$ cat src/rtl/grid_lcd_renderer_if.sv
// Control and SPI-LCD signal bundle for grid_lcd_renderer.
// The renderer uses the slave view; whoever requests frames and receives the LCD lines uses master.
interface grid_lcd_renderer_if;
  logic         start;
  logic [199:0] grid_state;
  logic         busy;
  logic         done;
  logic         lcd_sda;
  logic         lcd_scl;
  logic         lcd_cs;
  logic         lcd_rs;

  modport master (
    output start, grid_state,
    input  busy, done, lcd_sda, lcd_scl, lcd_cs, lcd_rs
  );

  modport slave (
    input  start, grid_state,
    output busy, done, lcd_sda, lcd_scl, lcd_cs, lcd_rs
  );
endinterface

$ cat src/rtl/grid_lcd_renderer.sv
// Renders the 10x20 tetris playfield snapshot to an SPI LCD: CASET/RASET/RAMWR
// followed by an RGB565 stream, each cell drawn as a CELL_PX x CELL_PX block.
module grid_lcd_renderer #(
  parameter int unsigned CLK_DIV  = 4,
  parameter int unsigned CELL_PX  = 6,
  parameter int unsigned X_OFF    = 0,
  parameter int unsigned Y_OFF    = 0,
  parameter logic [15:0] FG_COLOR = 16'hFFE0,
  parameter logic [15:0] BG_COLOR = 16'h0000
) (
  input logic                clk,
  input logic                reset,
  grid_lcd_renderer_if.slave bus
);

  localparam int unsigned DW       = (CLK_DIV > 1) ? $clog2(CLK_DIV) : 1;
  localparam int unsigned SW       = (CELL_PX > 1) ? $clog2(CELL_PX) : 1;
  localparam logic [DW-1:0] DIV_LAST = DW'(CLK_DIV - 1);
  localparam logic [SW-1:0] SUB_LAST = SW'(CELL_PX - 1);
  localparam logic [15:0] X_FIRST  = 16'(X_OFF);
  localparam logic [15:0] X_LAST   = 16'(X_OFF + 10 * CELL_PX - 1);
  localparam logic [15:0] Y_FIRST  = 16'(Y_OFF);
  localparam logic [15:0] Y_LAST   = 16'(Y_OFF + 20 * CELL_PX - 1);

  typedef enum logic [2:0] {
    IDLE, CMD_CASET, PAR_CASET, CMD_RASET, PAR_RASET, CMD_RAMWR, PIXELS, FINISH
  } state_t;

  state_t state, state_nx;

  logic [1:0]    idx, idx_nx;
  logic [SW-1:0] sub_x, sub_x_nx;
  logic [SW-1:0] sub_y, sub_y_nx;
  logic [3:0]    col, col_nx;
  logic [7:0]    row_base, row_base_nx;
  logic          pix_lo, pix_lo_nx;
  logic [199:0]  snap;

  logic [DW-1:0] div_cnt;
  logic          phase;
  logic [2:0]    bit_cnt;
  logic [7:0]    shreg;
  logic          rs_i;

  logic          active, tick, byte_end, accept, load;
  logic [7:0]    cell_nx;
  logic [15:0]   color_nx;
  logic [7:0]    byte_nx;
  logic          rs_nx;

  always_comb begin
    active   = (state != IDLE) && (state != FINISH);
    tick     = (div_cnt == DIV_LAST);
    byte_end = active && phase && tick && (bit_cnt == 3'd7);
    accept   = (state == IDLE) && bus.start;
  end

  always_ff @(posedge clk or posedge reset) begin
    if (reset) begin
      state    <= IDLE;
      idx      <= '0;
      sub_x    <= '0;
      sub_y    <= '0;
      col      <= '0;
      row_base <= '0;
      pix_lo   <= 1'b0;
    end else begin
      state    <= state_nx;
      idx      <= idx_nx;
      sub_x    <= sub_x_nx;
      sub_y    <= sub_y_nx;
      col      <= col_nx;
      row_base <= row_base_nx;
      pix_lo   <= pix_lo_nx;
    end
  end

  // Pixel walk: sub-pixel x, then column, then sub-pixel y, then row (row_base = row*10).
  always_comb begin
    state_nx    = state;
    idx_nx      = idx;
    sub_x_nx    = sub_x;
    sub_y_nx    = sub_y;
    col_nx      = col;
    row_base_nx = row_base;
    pix_lo_nx   = pix_lo;
    case (state)
      IDLE:      if (bus.start) state_nx = CMD_CASET;
      CMD_CASET: if (byte_end) begin
                   state_nx = PAR_CASET;
                   idx_nx   = '0;
                 end
      PAR_CASET: if (byte_end) begin
                   if (idx == 2'd3) state_nx = CMD_RASET;
                   else             idx_nx   = idx + 2'd1;
                 end
      CMD_RASET: if (byte_end) begin
                   state_nx = PAR_RASET;
                   idx_nx   = '0;
                 end
      PAR_RASET: if (byte_end) begin
                   if (idx == 2'd3) state_nx = CMD_RAMWR;
                   else             idx_nx   = idx + 2'd1;
                 end
      CMD_RAMWR: if (byte_end) begin
                   state_nx    = PIXELS;
                   sub_x_nx    = '0;
                   sub_y_nx    = '0;
                   col_nx      = '0;
                   row_base_nx = '0;
                   pix_lo_nx   = 1'b0;
                 end
      PIXELS:    if (byte_end) begin
                   if (!pix_lo) begin
                     pix_lo_nx = 1'b1;
                   end else begin
                     pix_lo_nx = 1'b0;
                     if (sub_x != SUB_LAST) begin
                       sub_x_nx = sub_x + SW'(1);
                     end else begin
                       sub_x_nx = '0;
                       if (col != 4'd9) begin
                         col_nx = col + 4'd1;
                       end else begin
                         col_nx = '0;
                         if (sub_y != SUB_LAST) begin
                           sub_y_nx = sub_y + SW'(1);
                         end else begin
                           sub_y_nx = '0;
                           if (row_base == 8'd190) state_nx    = FINISH;
                           else                    row_base_nx = row_base + 8'd10;
                         end
                       end
                     end
                   end
                 end
      FINISH:    state_nx = IDLE;
      default:   state_nx = IDLE;
    endcase
  end

  // The byte loaded at a byte boundary is chosen from the position being entered.
  always_comb begin
    load     = accept || (byte_end && (state_nx != FINISH));
    cell_nx  = row_base_nx + {4'd0, col_nx};
    color_nx = snap[cell_nx] ? FG_COLOR : BG_COLOR;
    byte_nx  = '0;
    rs_nx    = 1'b1;
    case (state_nx)
      CMD_CASET: begin byte_nx = 8'h2A; rs_nx = 1'b0; end
      CMD_RASET: begin byte_nx = 8'h2B; rs_nx = 1'b0; end
      CMD_RAMWR: begin byte_nx = 8'h2C; rs_nx = 1'b0; end
      PAR_CASET: case (idx_nx)
                   2'd0:    byte_nx = X_FIRST[15:8];
                   2'd1:    byte_nx = X_FIRST[7:0];
                   2'd2:    byte_nx = X_LAST[15:8];
                   default: byte_nx = X_LAST[7:0];
                 endcase
      PAR_RASET: case (idx_nx)
                   2'd0:    byte_nx = Y_FIRST[15:8];
                   2'd1:    byte_nx = Y_FIRST[7:0];
                   2'd2:    byte_nx = Y_LAST[15:8];
                   default: byte_nx = Y_LAST[7:0];
                 endcase
      PIXELS:    byte_nx = pix_lo_nx ? color_nx[7:0] : color_nx[15:8];
      default:   rs_nx = 1'b0;
    endcase
  end

  always_ff @(posedge clk or posedge reset) begin
    if (reset) begin
      snap <= '0;
    end else if (accept) begin
      snap <= bus.grid_state;
    end
  end

  always_ff @(posedge clk or posedge reset) begin
    if (reset) begin
      shreg   <= '0;
      rs_i    <= 1'b0;
      div_cnt <= '0;
      phase   <= 1'b0;
      bit_cnt <= '0;
    end else if (load) begin
      shreg   <= byte_nx;
      rs_i    <= rs_nx;
      div_cnt <= '0;
      phase   <= 1'b0;
      bit_cnt <= '0;
    end else if (active) begin
      if (tick) begin
        div_cnt <= '0;
        phase   <= ~phase;
        if (phase) begin
          bit_cnt <= bit_cnt + 3'd1;
          shreg   <= {shreg[6:0], 1'b0};
        end
      end else begin
        div_cnt <= div_cnt + DW'(1);
      end
    end
  end

  // The internal serialiser starts on the accepting edge; the pins lag it by one
  // register stage, which places cs fall and done exactly one cycle later.
  always_ff @(posedge clk or posedge reset) begin
    if (reset) begin
      bus.busy    <= 1'b0;
      bus.done    <= 1'b0;
      bus.lcd_cs  <= 1'b1;
      bus.lcd_scl <= 1'b0;
      bus.lcd_sda <= 1'b0;
      bus.lcd_rs  <= 1'b0;
    end else begin
      if (accept)                bus.busy <= 1'b1;
      else if (state == FINISH)  bus.busy <= 1'b0;
      bus.done    <= (state == FINISH);
      bus.lcd_cs  <= ~active;
      bus.lcd_scl <= active & phase;
      bus.lcd_sda <= active & shreg[7];
      bus.lcd_rs  <= active & rs_i;
    end
  end

endmodule

$ cat src/flat_wrapper.sv
// flat-port wrapper written by rule: the top's interface ports become plain ports
module grid_lcd_renderer_flat 
#(
  parameter int unsigned CLK_DIV  = 4,
  parameter int unsigned CELL_PX  = 6,
  parameter int unsigned X_OFF    = 0,
  parameter int unsigned Y_OFF    = 0,
  parameter logic [15:0] FG_COLOR = 16'hFFE0,
  parameter logic [15:0] BG_COLOR = 16'h0000
)
  (clk, reset, bus_start, bus_grid_state, bus_busy, bus_done, bus_lcd_sda, bus_lcd_scl, bus_lcd_cs, bus_lcd_rs);
  grid_lcd_renderer_if bus_i ();
  input logic clk;
  input logic reset;
  input wire logic [$bits(bus_i.start)-1:0] bus_start;
  input wire logic [$bits(bus_i.grid_state)-1:0] bus_grid_state;
  output wire logic [$bits(bus_i.busy)-1:0] bus_busy;
  output wire logic [$bits(bus_i.done)-1:0] bus_done;
  output wire logic [$bits(bus_i.lcd_sda)-1:0] bus_lcd_sda;
  output wire logic [$bits(bus_i.lcd_scl)-1:0] bus_lcd_scl;
  output wire logic [$bits(bus_i.lcd_cs)-1:0] bus_lcd_cs;
  output wire logic [$bits(bus_i.lcd_rs)-1:0] bus_lcd_rs;
  assign bus_i.start = bus_start;
  assign bus_i.grid_state = bus_grid_state;
  assign bus_busy = bus_i.busy;
  assign bus_done = bus_i.done;
  assign bus_lcd_sda = bus_i.lcd_sda;
  assign bus_lcd_scl = bus_i.lcd_scl;
  assign bus_lcd_cs = bus_i.lcd_cs;
  assign bus_lcd_rs = bus_i.lcd_rs;
  grid_lcd_renderer #(.CLK_DIV(CLK_DIV), .CELL_PX(CELL_PX), .X_OFF(X_OFF), .Y_OFF(Y_OFF), .FG_COLOR(FG_COLOR), .BG_COLOR(BG_COLOR)) u_core (.clk(clk), .reset(reset), .bus(bus_i));
endmodule
$ cat config.mk
export PLATFORM = sky130hd
export DESIGN_NAME = grid_lcd_renderer_flat
export DESIGN_NICKNAME = d
export VERILOG_FILES = /design/src/rtl/grid_lcd_renderer_if.sv /design/src/rtl/grid_lcd_renderer.sv /design/src/flat_wrapper.sv
export SDC_FILE = /design/constraint.sdc
export NUM_CORES = 1
export LEC_CHECK = 0
export CORE_MARGIN = 2
export CORE_UTILIZATION = 59
export CTS_BUF_LIST = sky130_fd_sc_hd__clkbuf_4 sky130_fd_sc_hd__clkbuf_8
export DETAILED_ROUTE_END_ITERATION = 16
export PLACE_DENSITY_LB_ADDON = 0.05
export SYNTH_ARGS = -nofsm -noshare
export SYNTH_HDL_FRONTEND = slang
export SYNTH_SLANG_ARGS = --single-unit
$ cat constraint.sdc
create_clock -name clk -period 18.69 [get_ports clk]
set_clock_uncertainty 0.15 [all_clocks]
set_input_delay 1.869 -clock clk [delete_from_list [all_inputs] [get_ports clk]]
set_output_delay 1.869 -clock clk [all_outputs]
set_load 0.01 [all_outputs]
==> summary.txt, run 1 <==
Power and ir drop
  • Leakage: 7.45 nW
  • Comb pwr share: 5.0%
  • Switch share: 21.0%
  • Switch Pwr: 233 uW
  • Power Density: 73.5 nW/um2
  • Clock power frac: 47.3%
  • Internal: 878 uW
  • Sequential Power Share: 47.7%
  • Worst VDD drop: 0.0000563 V

Logic synthesis
  • Primary FF master, synth: dfrtp_1
  • Cell taking the most area after synthesis: dfrtp_1
  • Mean Syn Cell Area: 9.18 um2
  • Number of synthesized flops with an enable pin: 0
  • Synth warn: 0
  • Yosys reg bits: 245
  • Cells after Synth: 1300
  • Distinct cells, synth: 70
  • Top cell type's share of synthesized area: 51.2%
  • Async S/R FF share, synth: 100%
  • Synth top cells by count: nand2_1, dfrtp_1, clkbuf_1, mux4_2, nor2_1
  • Syn nets: 1515
  • Synth area leaders: dfrtp_1, nand2_1, mux4_2
  • Most numerous cell in the Yosys netlist: nand2_1
  • Synthesized area: 11900 um2
  • Seq/Total Area, Yosys: 51.4%

Finish
  • Layout fillers: 1476
  • Final cell count without fillers: 1789
  • Seq. cell area: 6130 um2
  • Antenna diodes: 0
  • Nets: 1703
  • Layout area overhead: 26.7%
  • Layout cell share with drive strength beyond 1: 10.3%
  • Multi-input logic area: 5510 um2

Min path
  • Worst min path class: reg -> reg
  • Hold Path Stages: 2
  • Worst Hold Path EP: u_core.snap[166]$_DFFE_PP0P_
  • Hold Path Origin: u_core.snap[166]$_DFFE_PP0P_

Clocking
  • H-tree depth: 2
  • Worst-Skew Late Latency: 0.55 ns
  • Clock buffer depth: 3
  • CTS root buf: clkbuf_8
  • Post-CTS setup buffer count: 0
  • CTS tree: done
  • CTS Hold Bufs: 0
  • Clk sinks: 245
  • Total CTS buffers: 41
  • Post-cts sizing count: 0
  • Worst-path clk slew: 0.06 ns

GRT
  • Overall Global Routing Usage: 28.4%
  • Total gr overflow: 0
  • Vias in the first global route: 9977
  • First-pass GRT wire length: 49000 um
  • Largest net degree at the start of global routing: 113
  • Initial antenna violation count: 0

Floorplanning
  • Die area: 21400 um2
  • Initial core utilization: 59.5%
  • Std-Cell Rows: 52
  • Die X: 146 um
  • # IOs: 209
  • Core area: 20000 um2
  • Die extent in y: 146 um

Placement
  • DPL Wire Length: 19500 um
  • Placed instance count: 1715
  • I/O Buffers: 208
  • Placer Congestion: 0.887

Timing
  • Final Hold Vio Count: 0
  • Hold slack: 0.319 ns
  • Part of the cycle the worst path needs: 31.2%
  • Slew Viols, Final: 0
  • Slew HR: 24.4%
  • Setup TNS: 0 ns
  • Min Tclk post-route: 5.84 ns
  • RSZ-0062 raised after global routing: false
  • Fmax: 171 MHz
  • Count of final setup violators: 0
  • Worst-Margin Slew: 1.12 ns

Critical path
  • Worst r2r path cells: 22
  • WP data arrival: 6.10 ns
  • Required time worst endpoint: 18.96 ns
  • WS Path Type: reg -> reg
  • Max FO, Critical Path: 50
  • Critical R2R Capture: u_core.shreg[5]$_DFFE_PP0P_
  • Worst R2R Setup Slack: 12.85 ns
  • Startpoint Class: register
  • R2r startpoint: u_core.bit_cnt[0]$_DFFE_PP0P_
  • Crit path capture type: register

Drt
  • Wirelength per Cell: 16.6 um
  • Final WL: 29600 um
  • Post-route antenna net violation count: 0
  • 1st-iter DRT viols: 695
  • Via count: 9848
  • Residual DRC: 0
  • Routed vias/inst: 5.50
  • Drt pass-1 iters: 5

Run status
  • Status: completed

Run
  • Max Cap Viol: 0
==> flip-flops by register name, summed over array words and instances, names as in the netlist, 2 cells and up <==
signal and flops:
u_core.sub_y 3, u_core.bit_cnt 3, u_core.div_cnt 2, u_core.sub_x 3
u_core.shreg 8, u_core.row_base 8, u_core.snap 200, u_core.state 3
u_core.col 4, u_core.idx 2
==> cells by family (layout without fill, tap and decap cells) <==
logic type	after synthesis	count (layout)	synth area share, %
buffers and inverters	86	305	2.85
AND/OR/NAND/NOR	759	759	25.9
AO/OA/AOI/OAI	117	117	6.62
flip-flops	245	245	51.4
XOR/XNOR	9	9	0.661
adder cells (fa/ha/maj)	12	12	1.32
multiplexers	72	72	11.3
==> power by group through the flow <==
stage,clock network (mW),registers (mW),logic (mW)
2_1_floorplan,0,0.540,0.00814
3_3_place_gp,0,0.540,0.0563
3_5_place_dp,0,0.540,0.0561
4_1_cts,0.534,0.531,0.0565
5_1_grt,0.560,0.530,0.0600
6_report,0.525,0.531,0.0555
==> metrics by stage <==
stage                     utilization [%]  setup slack (ns)  instance area (um2)  power [mW]
after floorplan                         -              9.94                11900       0.548
after global placement               70.8             12.99                14200       0.596
after detailed placement             70.8             12.90                14200       0.596
after CTS                            75.5             12.88                15100        1.12
after global routing                 75.5             12.43                15100        1.15
final                                75.5             12.85                15100        1.11
==> worst max-delay path by stage <==
stage	from	slack, ns	end
floorplan	reset	9.94	u_core.bit_cnt[0]$_DFFE_PP0P_
global placement	u_core.bit_cnt[0]$_DFFE_PP0P_	12.99	u_core.shreg[5]$_DFFE_PP0P_
detailed placement	u_core.bit_cnt[0]$_DFFE_PP0P_	12.90	u_core.shreg[5]$_DFFE_PP0P_
CTS	u_core.bit_cnt[0]$_DFFE_PP0P_	12.88	u_core.shreg[5]$_DFFE_PP0P_
global route	u_core.bit_cnt[0]$_DFFE_PP0P_	12.43	u_core.shreg[5]$_DFFE_PP0P_
finish	u_core.bit_cnt[0]$_DFFE_PP0P_	12.85	u_core.shreg[5]$_DFFE_PP0P_
==> placed cells by master (no fill, tap or decap), types with 3 or more instances in the layout <==
master	instances
or3_1	5
a211oi_1	15
a21o_1	3
buf_4	9
mux2i_1	20
mux4_2	50
nor3_1	10
dfrtp_1	244
a21oi_1	21
o22ai_1	7
o211ai_1	3
o21ai_0	23
xor2_1	5
nand2_1	640
nor2_1	37
ha_1	10
clkbuf_8	57
clkdlybuf4s50_1	208
inv_1	12
or2_2	4
clkbuf_4	13
and3_1	8
nand3b_1	6
xnor2_1	3
nor2b_1	12
a31oi_1	9
and2_1	6
a221oi_1	6
o31ai_1	5
nand3_1	6
==> cell type report <==
type / count / area share, %
multi-input combinational: 969 / 36.5
timing repair buffer: 217 / 14.2
clock inverter: 4 / 0.323
inverter: 14 / 0.397
clock buffer: 70 / 5.83
sequential: 245 / 40.5
tap: 270 / 2.23
==> critical path, cell delays in order, from the launching register on <==
cell and delay (ns):
dfrtp_1 0.37, ha_1 0.16, ha_1 0.18, nand3_2 0.24, nor3_4 0.35, inv_1 0.15
nor2_1 0.28, a21oi_1 0.14, nand2_1 0.09, o21ai_0 0.16, ha_4 0.23, fa_2 0.52
buf_4 0.62, mux4_2 0.40, nor2b_1 0.14, a211oi_1 0.23, a221oi_1 0.10, or2_1 0.24
a222oi_1 0.29, a311o_1 0.24, a21oi_2 0.07, nor4_1 0.28, nor2_1 0.07
==> layer usage <==
metal / track usage (%) / routed length [um] / up-vias
met5: 0 / 0 / -
met4: 11.1 / 944 / 0
met3: 4.91 / 1810 / 67
met2: 45.8 / 14400 / 314
met1: 39.1 / 12500 / 4763
li1: - / - / 4704
No activity file was read; power rests on OpenSTA's default activity.
==> run 2, diff against run 1 <==
--- a/config.mk
+++ b/config.mk
@@ -6,7 +6,7 @@
 export NUM_CORES = 1
 export LEC_CHECK = 0
 export CORE_MARGIN = 2
-export CORE_UTILIZATION = 59
+export CORE_UTILIZATION = 55
 export CTS_BUF_LIST = sky130_fd_sc_hd__clkbuf_4 sky130_fd_sc_hd__clkbuf_8
 export DETAILED_ROUTE_END_ITERATION = 16
 export PLACE_DENSITY_LB_ADDON = 0.05
==> constraint.sdc (replaced) <==
create_clock -name clk -period 6 [get_ports clk]
set_clock_uncertainty 0.15 [all_clocks]
set_input_delay 0.6 -clock clk [delete_from_list [all_inputs] [get_ports clk]]
set_output_delay 0.6 -clock clk [all_outputs]
set_load 0.01 [all_outputs]
==> run 2 against run 1 <==
Effect of this change: critical path depth fell by 3; core utilization fell by 3.4 points; combinational power rose to 3.1 times the previous value; register-to-register slack got worse by 12 ns; via count rose by 0.78%; clock power rose to 3.1 times the previous value; critical path type unchanged; first-iteration DRC count rose by 2.3%.
==> summary.txt, run 2 (synthesis results as in run 1) <==
Power and ir drop
  • Sequential Power Share: 47.8%
  • Internal: 2.71 mW
  • Leakage: 7.50 nW
  • Clock power frac: 47.1%
  • Switch share: 21.5%
  • Worst VDD drop: 0.000152 V
  • Comb pwr share: 5.0%
  • Switch Pwr: 744 uW
  • Power Density: 227 nW/um2

Floorplanning
  • Core area: 21200 um2
  • Std-Cell Rows: 53
  • Die X: 151 um
  • Die area: 22900 um2
  • Die extent in y: 151 um
  • Initial core utilization: 56.4%
  • # IOs: 209

Clocking
  • CTS Hold Bufs: 0
  • CTS tree: done
  • Worst-Skew Late Latency: 0.57 ns
  • Total CTS buffers: 43
  • Post-cts sizing count: 0
  • Clk sinks: 245
  • CTS root buf: clkbuf_8
  • H-tree depth: 2
  • Post-CTS setup buffer count: 0
  • Worst-path clk slew: 0.06 ns
  • Clock buffer depth: 3

Critical path
  • WP data arrival: 5.76 ns
  • Required time worst endpoint: 6.29 ns
  • Worst Setup SP: u_core.state[2]$_DFF_PP0_
  • CP most frequent cell: nor2_1
  • R2r startpoint: u_core.state[2]$_DFF_PP0_
  • WS Path Type: reg -> reg
  • Slowest cell on crit path: fa_2
  • Crit path buffers/inverters: 1
  • CP max stage delay: 0.75 ns
  • Startpoint Class: register
  • Critical path cell sequence: nor3_1 -> nor3_4 -> inv_1 -> nor2_1 -> a21oi_1 -> nand2_1 -> o21ai_0 -> ha_4 -> fa_2 -> mux4_2 -> nor2b_1 -> a211oi_1 -> a221oi_1 -> or2_1 -> a222oi_1 -> a311o_1 -> a21oi_2 -> nor4_1 -> nor2_1
  • Crit path capture type: register
  • Max FO, Critical Path: 15
  • Delay-heaviest family, CP: simple AND/OR/NAND/NOR gates

Min path
  • Worst min path class: reg -> reg
  • Hold Path Origin: u_core.snap[146]$_DFFE_PP0P_

Timing
  • Count of final setup violators: 0
  • Slew Viols, Final: 0
  • RSZ-0062 raised after global routing: false
  • Slew HR: 25.8%
  • Final setup margin: 0.528 ns
  • Final Hold Vio Count: 0
  • Fmax: 183 MHz
  • Setup TNS: 0 ns
  • Part of the cycle the worst path needs: 91.2%
  • Min Tclk post-route: 5.47 ns
  • Worst-Margin Slew: 1.11 ns

GRT
  • Largest net degree at the start of global routing: 160
  • Total gr overflow: 0
  • Overall Global Routing Usage: 27.0%
  • First-pass GRT wire length: 48500 um
  • Initial antenna violation count: 0
  • Vias in the first global route: 9832

Finish
  • Most common cell after layout, fill and taps aside: nand2_1
  • Antenna diodes: 0
  • Layout cell share with drive strength beyond 1: 10.9%
  • Top Registers: u_core.snap x200, u_core.row_base x8, u_core.shreg x8
  • Max reg flops: 200
  • Commonest cells after routing, fill and taps aside: nand2_1, dfrtp_1, clkdlybuf4s50_1, clkbuf_8, mux4_2
  • Nets: 1714
  • Largest register by flop count: u_core.snap
  • Layout area overhead: 27.8%

Run status
  • Status: completed

Run
  • Max Cap Viol: 0

Drt
  • 1st-iter DRT viols: 711
  • Wirelength per Cell: 16.6 um
  • Via count: 9925
  • Residual DRC: 0
  • Drt pass-1 iters: 5
  • Routed vias/inst: 5.50
  • Final WL: 30000 um
  • Post-route antenna net violation count: 0

Placement
  • Pre-CTS setup slack: 0.586 ns
  • I/O Buffers: 208
  • Placer Congestion: 0.847
  • DPL Wire Length: 20500 um
[run 2: cell types whose count changed in the layout (fill, tap and decap cells not counted)]
cell	change
buf_12	+4
buf_4	+5
inv_8	-1
clkinvlp_4	+2
clkbuf_8	+2
clkinv_2	+2
clkbuf_4	-2
bufinv_16	-1
[run 2: final timing paths]
kind | end | slack (ns) | depth (start not counted)
min in group asynchronous | u_core.snap[185]$_DFFE_PP0P_ | 0.47 | 2
max reg2reg | u_core.shreg[5]$_DFFE_PP0P_ | 0.53 | 19
max in group asynchronous | u_core.snap[109]$_DFFE_PP0P_ | 3.92 | 3
max | u_core.shreg[5]$_DFFE_PP0P_ | 0.53 | 19
min | u_core.snap[146]$_DFFE_PP0P_ | 0.32 | 2
min reg2reg | u_core.snap[146]$_DFFE_PP0P_ | 0.32 | 2
[run 2: area by class of cell]
| type | instances | area, um2 |
|---|---|---|
| multi-input cells | 969 | 5510 |
| clock buffers | 70 | 895 |
| flip-flops and latches | 245 | 6130 |
| clock inverters | 6 | 36.3 |
| well taps | 275 | 344 |
| fillers | 1613 | 5910 |
| inverters | 14 | 56.3 |
| repair buffers | 226 | 2270 |
[run 2: routing by layer]
layer / vias up / global-route usage [%] / part of all wire [%]
met5: - / 0 / 0
met3: 58 / 4.76 / 6.3
li1: 4740 / - / -
met1: 4784 / 37.1 / 43
met2: 343 / 43.4 / 48
met4: 0 / 10.0 / 2.8
[run 2: through the flow]
step | instances | util [%] | hold WS, ns | cell area, um2 | total power, mW
after floorplan | 1300 | - | 0.290 | 11900 | 1.71
after global placement | 1729 | 67.7 | 0.303 | 14300 | 1.86
after detailed placement | 1729 | 67.7 | 0.307 | 14300 | 1.86
after CTS | 1805 | 72.1 | 0.321 | 15200 | 3.49
after global routing | 1805 | 72.1 | 0.337 | 15200 | 3.58
final | 1805 | 72.1 | 0.319 | 15200 | 3.46
[run 2: worst reg2reg max path, cell delays in order (launching register included)]
cell	delay, ns
dfrtp_1	0.61
nor3_1	0.21
nor3_4	0.36
inv_1	0.16
nor2_1	0.31
a21oi_1	0.15
nand2_1	0.08
o21ai_0	0.17
ha_4	0.23
fa_2	0.75
mux4_2	0.35
nor2b_1	0.14
a211oi_1	0.33
a221oi_1	0.12
or2_1	0.29
a222oi_1	0.29
a311o_1	0.24
a21oi_2	0.07
nor4_1	0.29
nor2_1	0.06
[run 2: power by group through the flow]
stage / sequential (mW) / combinational, mW / clock, mW
final: 1.65 / 0.173 / 1.63
after global routing: 1.65 / 0.187 / 1.74
after CTS: 1.65 / 0.177 / 1.67
after detailed placement: 1.68 / 0.176 / 0
after global placement: 1.68 / 0.176 / 0
after floorplan: 1.68 / 0.0256 / 0
==> edit 1, RTL diff (settings of run 2) <==
Re-encode `state_t` (8 states) as one-hot, 8 bits wide.
--- a/src/rtl/grid_lcd_renderer.sv
+++ b/src/rtl/grid_lcd_renderer.sv
@@ -23,6 +23,6 @@
   localparam logic [15:0] Y_LAST   = 16'(Y_OFF + 20 * CELL_PX - 1);
 
-  typedef enum logic [2:0] {
-    IDLE, CMD_CASET, PAR_CASET, CMD_RASET, PAR_RASET, CMD_RAMWR, PIXELS, FINISH
+  typedef enum logic [7:0] {
+    IDLE = 8'b00000001, CMD_CASET = 8'b00000010, PAR_CASET = 8'b00000100, CMD_RASET = 8'b00001000, PAR_RASET = 8'b00010000, CMD_RAMWR = 8'b00100000, PIXELS = 8'b01000000, FINISH = 8'b10000000
   } state_t;
 
Formal check against the unedited RTL: no difference found for any inputs over 10 cycles, from zero or initial values and one cycle with reset high; not proved beyond that.
==> edit 1 against run 2 <==
- synthesized area grew 4.0%
- first-iteration DRC count grew 18%
- highest routed layer unchanged
- cell count grew 2.3%
- sequential cell count grew 5
- setup slack lost 270 ps
- synthesized cell count grew 2.4%
- final area grew 3.2%
- sequential share of layout area shrank 0.45 points
- fmax shrank 4.7%
- utilization shrank 0.40 points
- wire length grew 5.4%
- critical path type unchanged
Power is not compared: it rests on default switching activity, and its combinational part moved more than twofold at a synthesized area within 25%.
==> edit 1: results (changes against run 2) <==
- Grt ovf: 0 (unchanged)
- Nets@finish: 1754 (+2.3%)
- DP HPWL: 22.3 mm (+8.7%)
- Clk_lat worst skew: 550 ps (-20 ps)
- Worst Tran Pin Value: 1140 ps (+24.4 ps)
- H-tree depth: 2 (unchanged)
- Outcome: finished, final reports clean
- Pleak: 0.00762 uW
- Reg2reg start: u_core.state[3]$_DFF_PP0_
- Top cells by instance count after synthesis: 644 x nand2_1, 248 x dfrtp_1, 62 x mux4_2, 61 x clkbuf_1, 41 x nor2_1
- Post-DP Area: 14800 um^2 (+3.6%)
- ANT cells: 0 (unchanged)
- Critical Path AT: 6020 ps (+260 ps)
- GR Layer Usage met3: 0.0476 (about the same)
- Netlist cell types: 71 (+1.4%)
- Startpoint Class: flop
- Largest Register: u_core.snap
- Ranking of synthesized cells by area: dfrtp_1 50%, nand2_1 19%, mux4_2 11%
- Clock root buffer: clkbuf_8
- Met2 Usage GRT: 0.435 (+0.00125)
- Iteration-0 DRC Markers: 839 (+18%)
- Worst hold start: u_core.snap[89]$_DFFE_PP0P_
- Clock buffer depth: 3 (unchanged)
- DR vias: 10200 (+3.0%)
- DRT Wirelength: 31.6 mm (+5.4%)
- Max reg flops: 200 (unchanged)
- HP Class: flop to flop
- Port buffer count: 208 (unchanged)
- First-pass GRT wire length: 51.9 mm (+7.0%)
- Share of cells above drive strength 1: 0.121 (+0.0115)
- Worst Path Max Fanout: 14 (-1)
- GPL Wtd Cong: 0.941 (+11%)
- Initial antenna violation count: 0 (unchanged)
- Largest net degree at the start of global routing: 188 (+18%)
- Met1 global-route usage: 0.386 (+0.0152)
- GRT Total Usage: 0.273 (+0.00318)
- Synth Net Count: 1546 (+2.0%)
- Sequential share of the synthesized area: 0.505 (-0.00935)
[edit 1: logic make-up (layout without fill, tap and decap cells)]
| kind of cell | Yosys count | count (layout) | share of synthesized area |
|---|---|---|---|
| compound gates | 122 | 122 | 0.0656 |
| xor+xnor | 8 | 8 | 0.00565 |
| fa+ha+maj | 12 | 12 | 0.0127 |
| buf+inv | 88 | 323 | 0.0297 |
| flops | 250 | 250 | 0.505 |
| mux | 74 | 74 | 0.123 |
| simple gates | 777 | 777 | 0.259 |
[edit 1: what timing repair did]
| action | in CTS | in global routing |
|---|---|---|
| endpoints found under the hold margin | 0 | 0 |
| gates resized for setup | 0 | 4 |
| setup endpoints to repair | 0 | 8 |
| hold buffers | 0 | 0 |
[edit 1: final timing paths]
path,slack [ps],cells past startpoint,end
max in group asynchronous,4350,3,u_core.snap[123]$_DFFE_PP0P_
hold / removal,320,2,u_core.snap[89]$_DFFE_PP0P_
hold reg to reg,320,2,u_core.snap[89]$_DFFE_PP0P_
min in group asynchronous,430,3,u_core.snap[120]$_DFFE_PP0P_
setup reg to reg,260,16,u_core.shreg[0]$_DFFE_PP0P_
setup / recovery,260,16,u_core.shreg[0]$_DFFE_PP0P_
[edit 1: critical path, cell delays in order, from the launching register on]
cell and delay, ps:
dfrtp_1 490, or4_4 600, or2_1 300, buf_4 210, o41ai_1 690, ha_1 430, xnor2_2 570, buf_4 320
mux4_2 360, o21ai_0 150, o21ai_0 190, a22oi_1 210, o211ai_1 100, a211oi_1 270, buf_4 170, o31ai_1 70
a221o_1 330
[edit 1: where the power goes]
part,switching (uW),internal (uW),total (uW)
Combinational,974,844,1820
Sequential,398,2390,2790
Clock,669,899,1570
[edit 1: cell type report]
| class | count | area, um^2 |
|---|---|---|
| Clock buffer | 68 | 855 |
| Clock inverter | 4 | 28.8 |
| Fill cell | 1691 | 6220 |
| Inverter | 15 | 61.3 |
| Multi-Input combinational cell | 993 | 5840 |
| Sequential cell | 250 | 6260 |
| Tap cell | 280 | 350 |
| Timing Repair Buffer | 236 | 2350 |
[edit 1: per-layer routing]
layer  vias to the layer above  share of wire
met5                         -              0
met4                         0          0.025
met3                        54          0.061
met2                       340           0.48
met1                      4954           0.44
li1                       4874              -
[edit 1: metrics by stage]
stage               hold slack [ps]  power [uW]  std cells  utilization  worst slack, ps
global route                    337        6620       1846        0.717             32.1
CTS                             321        6210       1846        0.716              222
global placement                303        4550       1774        0.675              376
floorplan                       290        4030       1331            -              114
detailed placement              307        4630       1774        0.675              239
finish                          315        6170       1846        0.717              261
==> edit 2, RTL diff (config.mk and constraints of run 2) <==
Without the edit above. `CELL_PX` is set to 6 in 2 places; all go to 12.
--- a/src/rtl/grid_lcd_renderer.sv
+++ b/src/rtl/grid_lcd_renderer.sv
@@ -3,5 +3,5 @@
 module grid_lcd_renderer #(
   parameter int unsigned CLK_DIV  = 4,
-  parameter int unsigned CELL_PX  = 6,
+  parameter int unsigned CELL_PX  = 12,
   parameter int unsigned X_OFF    = 0,
   parameter int unsigned Y_OFF    = 0,
--- a/src/flat_wrapper.sv
+++ b/src/flat_wrapper.sv
@@ -3,5 +3,5 @@
 #(
   parameter int unsigned CLK_DIV  = 4,
-  parameter int unsigned CELL_PX  = 6,
+  parameter int unsigned CELL_PX  = 12,
   parameter int unsigned X_OFF    = 0,
   parameter int unsigned Y_OFF    = 0,
Formal check against the unedited RTL: same outputs for any inputs over 10 cycles, from zero or initial values and one cycle with reset high; that may be too few to reach the edited logic, so the function may still have changed.
==> edit 2 against run 2 <==
- final area grew 1.1%
- critical path depth is the same
- count of clock-buffer cells in the layout shrank 4
- clock power shrank 4%
- combinational power is essentially flat
- setup slack lost 160 ps
- wire length shrank 8.6%
- synthesized area grew 1.2%
- sequential cell count grew 2
- power shrank 1.7%
==> edit 2: results (changes against run 2) <==
- Worst Path Max Fanout: 29 (+14)
- #FFs+latches synth: 247 (+0.82%)
- Met1 global-route usage: 0.335 (-0.0368)
- Synth Net Count: 1109 (-27%)
- Iteration-0 DRC Markers: 507 (-29%)
- Hold path cells: 1 (-1)
- Largest net degree at the start of global routing: 144 (-10%)
- DR vias: 8194 (-17%)
- Met2 Usage GRT: 0.395 (-0.0388)
- Post-synthesis async set-or-reset flop share: 1.00 (unchanged)
- Initial antenna violation count: 3 (+3)
- Sequential share of the synthesized area: 0.512 (-0.00203)
- Pleak: 0.00705 uW (-6.1%)
- Clock buf count: 66 (-5.7%)
- GRT Total Usage: 0.242 (-0.0279)
- Ranking of synthesized cells by area: dfrtp_1 51%, mux2_2 19%, mux4_2 9.5%
- First-pass GRT wire length: 45.1 mm (-7.0%)
- Peak VDD IR: 0.000151 V (-0.74%)
- Multiplexer share of the synthesized area: 0.314 (+0.201)
- Clk_lat worst skew: 560 ps
- CP delay by family, top: adder cells
- GPL Wtd Cong: 0.853 (+0.65%)
- Post-DP Area: 14500 um^2 (+1.5%)
- Multi-input gates: 578 (-40%)
- Inverters: 16 (+2)
- Layout fillers: 1533 (-5.0%)
- Post-Synth Adder-Cell Area: 0.0151 (+0.00191)
- Footprint of the multi-input gates: 5670 um^2 (+2.9%)
- Nets@finish: 1328 (-23%)
- Drt wl/cell: 19.3 um (+16%)
- Top cells by instance count after synthesis: 246 x dfrtp_1, 209 x mux2_2, 51 x mux4_2, 48 x nand2_1, 36 x clkbuf_1
- NonClk Buf Share: 0.147 (-0.00212)
- Worst Tran Pin Value: 943 ps (-171 ps)
- Synthesized area: 12100 um^2 (+1.2%)
- Compound-gate portion of the synthesized area: 0.0675 (+0.00138)
- Outcome: finished, final reports clean
- Netlist cell types: 72 (+2.9%)
- GR Layer Usage met3: 0.0418 (-0.00578)
- H-tree depth: 2 (unchanged)
- Drt pass-1 iters: 7 (+2)
- Bufs w/o clock: 225 (-0.44%)
- Post-synthesis xor/xnor area fraction: 0.00580 (-0.000805)
- ANT cells: 3 (+3)
- Vias in the first global route: 8705 (-11%)
- DP HPWL: 19.2 mm (-6.2%)
- CTS resizes: 0 (unchanged)
- Area Growth Syn to Fin: 27.6%
- Max incr delay on CP: 870 ps (+120 ps)
- ClkCell Share: 0.0568 (-0.00424)
- Share of cells above drive strength 1: 0.329 (+0.219)
- Sequential share of cell area: 0.401 (-0.00116)
-- edit 2: cells by family (layout without fill, tap and decap cells) --
family | count (synthesis) | count (layout)
multiplexers | 289 | 289
flip-flops | 247 | 247
AND/OR/NAND/NOR | 150 | 150
AO/OA/AOI/OAI | 117 | 117
buffers and inverters | 67 | 313
adder cells (fa/ha/maj) | 14 | 14
XOR/XNOR | 8 | 8
other | 0 | 3
-- edit 2: layer usage --
metal	vias up	part of all wire
met5	-	0
met4	0	0.024
met3	47	0.046
met2	228	0.49
met1	4131	0.44
li1	3788	-
-- edit 2: final timing paths --
kind | from | endpoint | slack, ps
setup reg to reg | u_core.bit_cnt[0]$_DFFE_PP0P_ | u_core.shreg[2]$_DFFE_PP0P_ | 370
setup / recovery | u_core.bit_cnt[0]$_DFFE_PP0P_ | u_core.shreg[2]$_DFFE_PP0P_ | 370
hold reg to reg | u_core.snap[100]$_DFFE_PP0P_ | u_core.snap[100]$_DFFE_PP0P_ | 350
min in group asynchronous | reset | u_core.snap[121]$_DFFE_PP0P_ | 370
max in group asynchronous | reset | u_core.snap[30]$_DFFE_PP0P_ | 4080
hold / removal | u_core.snap[100]$_DFFE_PP0P_ | u_core.snap[100]$_DFFE_PP0P_ | 350
-- edit 2: power by group --
part	leakage [uW]	switching (uW)	internal [uW]
clock network	0.000472	671	887
registers	0.00342	0	1670
logic	0.00316	56.2	117
total	0.00705	727	2670
-- edit 2: through the flow --
step	std cells	setup slack (ps)	total power (uW)	hold WS, ps
after floorplan	892	718	1720	291
after global placement	1346	517	1870	333
after detailed placement	1346	396	1870	341
after CTS	1418	383	3440	352
after global routing	1420	38.9	3520	369
final	1421	371	3400	351
